`config.mk`:
```
export PLATFORM = sky130hd
export DESIGN_NAME = alu_logic_sequencer
export DESIGN_NICKNAME = d
export VERILOG_FILES = /design/src/rtl/alu_pkg.sv /design/src/rtl/alu_settle_counter.sv /design/src/rtl/alu_logic_sequencer.sv
export SDC_FILE = /design/constraint.sdc
export NUM_CORES = 1
export LEC_CHECK = 0
export CORE_ASPECT_RATIO = 1.5
export CORE_UTILIZATION = 50
export CTS_BUF_LIST = sky130_fd_sc_hd__clkbuf_8
export CTS_CLUSTER_DIAMETER = 120
export DETAILED_ROUTE_END_ITERATION = 8
export DONT_BUFFER_PORTS = 1
export PLACE_DENSITY = 0.66
export SYNTH_ARGS = -nofsm -noshare
export SYNTH_HDL_FRONTEND = slang
export SYNTH_SLANG_ARGS = --single-unit
```
`constraint.sdc`:
```
create_clock -name clk -period 3.96 [get_ports clk]
set_input_delay 0.198 -clock clk [delete_from_list [all_inputs] [get_ports clk]]
set_output_delay 0.198 -clock clk [all_outputs]
set_load 0.01 [all_outputs]
```
`src/rtl/alu_pkg.sv`:
```
// Shared types for the logic-unit sequencer: op encoding, FSM states and
// the settle-counter width.
package alu_pkg;

  localparam int DATA_W_DEF = 8;
  localparam int CNT_W      = 4;

  typedef enum logic [1:0] {
    OP_AND    = 2'b00,
    OP_OR     = 2'b01,
    OP_NOTCAT = 2'b10,
    OP_XOR    = 2'b11
  } op_e;

  typedef enum logic [1:0] {
    ST_IDLE,
    ST_GET_Y,
    ST_EXEC,
    ST_DONE
  } state_e;

  // Counter preload so that lu_z is sampled on the wait_cycles-th EXEC edge.
  function automatic logic [CNT_W-1:0] settle_load(input int wait_cycles);
    return CNT_W'(wait_cycles - 1);
  endfunction

endpackage

```
`src/rtl/alu_settle_counter.sv`:
```
// Loadable down-counter with a zero flag; gates a stage until its
// combinational source has settled.
module alu_settle_counter #(
  parameter int CNT_W = 4
) (
  input  logic             clk,
  input  logic             rst,
  input  logic             load_i,
  input  logic [CNT_W-1:0] load_val_i,
  input  logic             dec_i,
  output logic             zero_o
);

  logic [CNT_W-1:0] cnt_q;
  logic [CNT_W-1:0] cnt_d;

  always_comb begin
    cnt_d = cnt_q;
    if (load_i) begin
      cnt_d = load_val_i;
    end else if (dec_i && (cnt_q != '0)) begin
      cnt_d = cnt_q - 1'b1;
    end
  end

  always_ff @(posedge clk) begin
    if (rst) begin
      cnt_q <= '0;
    end else begin
      cnt_q <= cnt_d;
    end
  end

  assign zero_o = (cnt_q == '0);

endmodule

```
`src/rtl/alu_logic_sequencer.sv`:
```
// Two-beat operand loader, settle-time holder and result register for the
// 8-bit logic unit. Optional parity checking under ALU_SEQ_PARITY_EN.
module alu_logic_sequencer
  import alu_pkg::*;
#(
  parameter int DATA_W      = DATA_W_DEF,
  parameter int WAIT_CYCLES = 2
) (
  input  logic                clk,
  input  logic                rst,
  input  logic                in_valid,
  output logic                in_ready,
  input  logic [DATA_W-1:0]   in_data,
  input  logic [1:0]          in_op,
  output logic [DATA_W-1:0]   lu_x,
  output logic [DATA_W-1:0]   lu_y,
  output logic [1:0]          lu_s,
  input  logic [2*DATA_W-1:0] lu_z,
  output logic                out_valid,
  input  logic                out_ready,
  output logic [2*DATA_W-1:0] out_z,
  output logic                out_zero,
  output logic                out_sign
`ifdef ALU_SEQ_PARITY_EN
  ,
  input  logic                in_par,
  output logic                out_parity,
  output logic                par_err
`endif
);

  localparam logic [CNT_W-1:0] SETTLE_LOAD = settle_load(WAIT_CYCLES);

  state_e              state_q;
  logic                in_ready_q;
  logic                out_valid_q;
  logic [DATA_W-1:0]   lu_x_q;
  logic [DATA_W-1:0]   lu_y_q;
  op_e                 lu_s_q;
  logic [2*DATA_W-1:0] out_z_q;
  logic                out_zero_q;
  logic                out_sign_q;

  logic beat_acc;
  logic cnt_load;
  logic cnt_dec;
  logic cnt_zero;
  logic capture;

  assign beat_acc = in_valid && in_ready_q;
  assign cnt_load = (state_q == ST_GET_Y) && beat_acc;
  assign cnt_dec  = (state_q == ST_EXEC);
  assign capture  = (state_q == ST_EXEC) && cnt_zero;

  alu_settle_counter #(
    .CNT_W (CNT_W)
  ) u_settle (
    .clk        (clk),
    .rst        (rst),
    .load_i     (cnt_load),
    .load_val_i (SETTLE_LOAD),
    .dec_i      (cnt_dec),
    .zero_o     (cnt_zero)
  );

  // NOTE: sequential state uses non-blocking assignments only, so every
  // register samples the pre-edge values regardless of statement order.
  always_ff @(posedge clk) begin
    if (rst) begin
      state_q     <= ST_IDLE;
      in_ready_q  <= 1'b1;
      out_valid_q <= 1'b0;
      lu_x_q      <= '0;
      lu_y_q      <= '0;
      lu_s_q      <= OP_AND;
      out_z_q     <= '0;
      out_zero_q  <= 1'b0;
      out_sign_q  <= 1'b0;
    end else begin
      case (state_q)
        ST_IDLE: begin
          if (beat_acc) begin
            lu_x_q  <= in_data;
            lu_s_q  <= op_e'(in_op);
            state_q <= ST_GET_Y;
          end
        end
        ST_GET_Y: begin
          if (beat_acc) begin
            lu_y_q     <= in_data;
            in_ready_q <= 1'b0;
            state_q    <= ST_EXEC;
          end
        end
        ST_EXEC: begin
          if (cnt_zero) begin
            out_z_q     <= lu_z;
            out_zero_q  <= (lu_z == '0);
            out_sign_q  <= lu_z[2*DATA_W-1];
            out_valid_q <= 1'b1;
            state_q     <= ST_DONE;
          end
        end
        ST_DONE: begin
          // in_ready rises with the IDLE entry, so a new X lands one cycle later.
          if (out_valid_q && out_ready) begin
            out_valid_q <= 1'b0;
            in_ready_q  <= 1'b1;
            state_q     <= ST_IDLE;
          end
        end
        default: begin
          state_q <= ST_IDLE;
        end
      endcase
    end
  end

`ifdef ALU_SEQ_PARITY_EN
  logic out_parity_q;
  logic par_err_q;

  always_ff @(posedge clk) begin
    if (rst) begin
      out_parity_q <= 1'b0;
      par_err_q    <= 1'b0;
    end else begin
      if (capture) begin
        out_parity_q <= ^lu_z;
      end
      // Mismatched beats are still accepted; the error is only recorded.
      if (beat_acc && ((^in_data) != in_par)) begin
        par_err_q <= 1'b1;
      end
    end
  end

  assign out_parity = out_parity_q;
  assign par_err    = par_err_q;
`endif

  assign in_ready  = in_ready_q;
  assign out_valid = out_valid_q;
  assign lu_x      = lu_x_q;
  assign lu_y      = lu_y_q;
  assign lu_s      = lu_s_q;
  assign out_z     = out_z_q;
  assign out_zero  = out_zero_q;
  assign out_sign  = out_sign_q;

endmodule
```
==> run_results.csv <==
group,metric,value,unit
synth,synth.avg_cell_area,8.173,sq um
clocking,clk_path_buf_depth,2,
grt,antenna_found_initial,0,
floorplanning,die_y,75.11,um
floorplanning,top_level_ports,68,
clocking,cts-resized-gates,0,
clocking,cts_max_level,2,
cells_and_area,finalNetCount,248,
cells_and_area,nFillCells,341,
synth,ys_async_sr_fraction,0,%
synth,ys_ff_latch,43,
grt,grt_pass1_vias,1371,
routing,drt-initial-drc-count,31,
worst_hold_path,hold_path_startpoint,"in_data[7]",
pwr,seqPwrFrac,47.7,%
pwr,p_sw,449.8,uW
sta,post-route-period-util,51.00,%
setup_path,cp.required,4.13,ns
synth,synth-edff-count,0,
sta,drv_slew,0,
routing,firstDrtPassIters,4,
floorplanning,core_area,3416,sq um
routing,routed_wl,3.833,mm
setup_path,critical-path-top-delay-family,"simple AND/OR/NAND/NOR gates",
sta,fin_skew,0.002800,ns
setup_path,path_class,"register to register",
sta,layout_setup_ws,1.940,ns
place,dp.cells,245,
setup_path,cpPeakStageDelay,0.62,ns
floorplanning,row_count,26,
setup_path,arrival,2.19,ns
place,dpl_worst_slack,1.952,ns
sta,fmaxAchievable,495.1,MHz
grt,track_usage,21.02,%
place,placed_area,1760,sq um
clocking,clockRootBuffer,"clkbuf_8",
pwr,intPower,824.9,uW
cells_and_area,diodes,0,
routing,wl_per_cell,15.03,um
flow_run,max-cap-violations,0,
clocking,cts_tree,"built",
run_status,status,"finished, final reports clean",
sta,hold_violations,0,
sta,rsz0062_at_grt,"false",
pwr,switching_share,35.29,%
pwr,combPwrFrac,25.9,%
setup_path,end_kind,"register",
place,port_buffers,0,
clocking,clk_pin_slew,0.08,ns
synth,synth_cell_types,32,
floorplanning,initial_core_util,52.16,%
routing,drc,0,
synth,ys_seq_area_share,48.31,%
pwr,clockPowerShare,26.4,%
sta,setup_violations,0,
setup_path,crit_buf_inv,1,
pwr,ir_worst_vdd,562.0,uV
synth,synthesis.area,1782,sq um
floorplanning,chipWidth,50.74,um
sta,fin_crit,2.020,ns
pwr,p_leak,0.6674,nW
synth,synthFlopType,"dfxtp_1",
setup_path,startpoint_type,"register",
routing,drtAntennaViolNets,0,
cells_and_area,drive_gt1_share,5.634,%
setup_path,crit_path_top_delay_cell,"nand4bb_1",
setup_path,path_cells,"inv_1 > ha_1 > nand4bb_1 > nand3b_1 > o21ai_0",
place,gp_congestion,0.6724,
place,dp_hpwl,2.750,mm
cells_and_area,stdcell_area,1903,sq um
synth,synth_cells,218,
floorplanning,fp.dieArea,3811,sq um
sta,setup_tns,0,ns
cells_and_area,area.growth.synth_to_final,6.812,%
synth,syn-num-nets,254,
clocking,clock-sinks,43,
pwr,power.density,669.8,nW/um^2
routing,vias,1422,
sta,tightestPinTransition,0.6745,ns
sta,max_slew_margin,54.78,%
setup_path,r2r_start,"state_q[0]",
clocking,clkLatencyLatePin,0.29,ns
worst_hold_path,hp-class,"input pin to register",
setup_path,startpoint,"state_q[0]",
setup_path,crit_fanout,17,
synth,synth-warning-count,0,
grt,grt_first_pass_wirelength,5.989,mm
grt,grt_max_degree,37,
cells_and_area,final_cells,255,
clocking,cts_buffers,5,
routing,vias_per_cell,5.576,
grt,grt-ovfl-total,0,
==> metal layers <==
metal / track usage [%] / routed length (um) / vias up
met4: 9.568 / 53 / 0
met2: 38.96 / 2053 / 47
met3: 7.071 / 291 / 5
met1: 21.05 / 1435 / 658
met5: 0 / 0 / -
li1: - / - / 712
==> worst paths after layout <==
path                                   to  slack [ns]  depth (start not counted)
worst max register to register   out_zero        1.94                          5
worst min register to register  out_z[10]        0.50                          2
worst max-delay path             out_zero        1.94                          5
worst min-delay path              lu_y[7]        0.03                          2
==> cells by family (layout without fill, tap and decap cells) <==
kind of cell / Yosys count / after routing / synth area share, %
AO/OA/AOI/OAI: 50 / 50 / 16.92
XOR/XNOR: 1 / 1 / 0.4917
multiplexers: 2 / 2 / 1.124
flip-flops: 43 / 43 / 48.31
AND/OR/NAND/NOR: 95 / 95 / 23.53
buffers and inverters: 21 / 16 / 5.407
adder cells (fa/ha/maj): 6 / 6 / 4.213
==> power groups by stage <==
stage	Combinational (mW)	Clock (mW)	Sequential, mW
after global placement	0.304	0	0.616
final	0.330	0.336	0.608
after global routing	0.374	0.365	0.622
after CTS	0.332	0.345	0.611
after detailed placement	0.323	0	0.621
after floorplan	0.298	0	0.597
==> what timing repair did <==
| action | 4_1_cts | 5_1_grt |
|---|---|---|
| hold endpoints to repair | 36 | 1 |
| hold buffers | 1 | 1 |
| buffers inserted | 0 | 0 |
==> flip-flops by register name (all words and copies together), names as in the netlist <==
signal	count
u_settle.cnt_q	4
lu_y	8
lu_x	8
out_valid	1
out_z	16
in_ready	1
state_q	2
lu_s	2
out_zero	1
==> cell usage in the layout (no fill, tap or decap), drive strengths merged, types with 2 or more instances in the layout <==
cell type,instances
o21bai,2
a21oi,38
nor2,4
nand2b,4
clkinv,2
nor4,3
a311oi,2
dfxtp,43
inv,6
nand3,4
mux2i,2
o21ai,2
clkbuf,5
nand2,71
and3,2
ha,6
==> synth_stat cells, types with 3 or more instances <==
master / number / area, sq um
nand2b_1: 4 / 25.02
nor2_1: 4 / 15.01
clkbuf_1: 8 / 30.03
a21oi_1: 38 / 190.2
ha_1: 6 / 75.07
dfxtp_1: 43 / 860.8
buf_2: 5 / 25.02
nor4_1: 3 / 18.77
inv_1: 6 / 22.52
nand2_1: 71 / 266.5
nand3_1: 4 / 20.02
==> area by class of cell <==
type	count	area (sq um)	area share (%)
tap	42	52.55	2.761
timing repair buffer	2	30.03	1.578
sequential	43	860.8	45.23
multi-input combinational	154	824.5	43.33
clock inverter	3	43.79	2.301
clock buffer	5	68.82	3.616
inverter	6	22.52	1.183
==> metrics by stage <==
step / utilization (%) / power, mW / hold WS, ns
3_5_place_dp: 51.54 / 0.9431 / 0.2726
4_1_cts: 55.42 / 1.287 / 0.006394
2_1_floorplan: - / 0.8944 / 0.3340
3_3_place_gp: 51.54 / 0.9193 / 0.2703
6_report: 55.71 / 1.275 / 0.03022
5_1_grt: 55.71 / 1.361 / 0.02445
No activity file was read; power rests on OpenSTA's default activity.
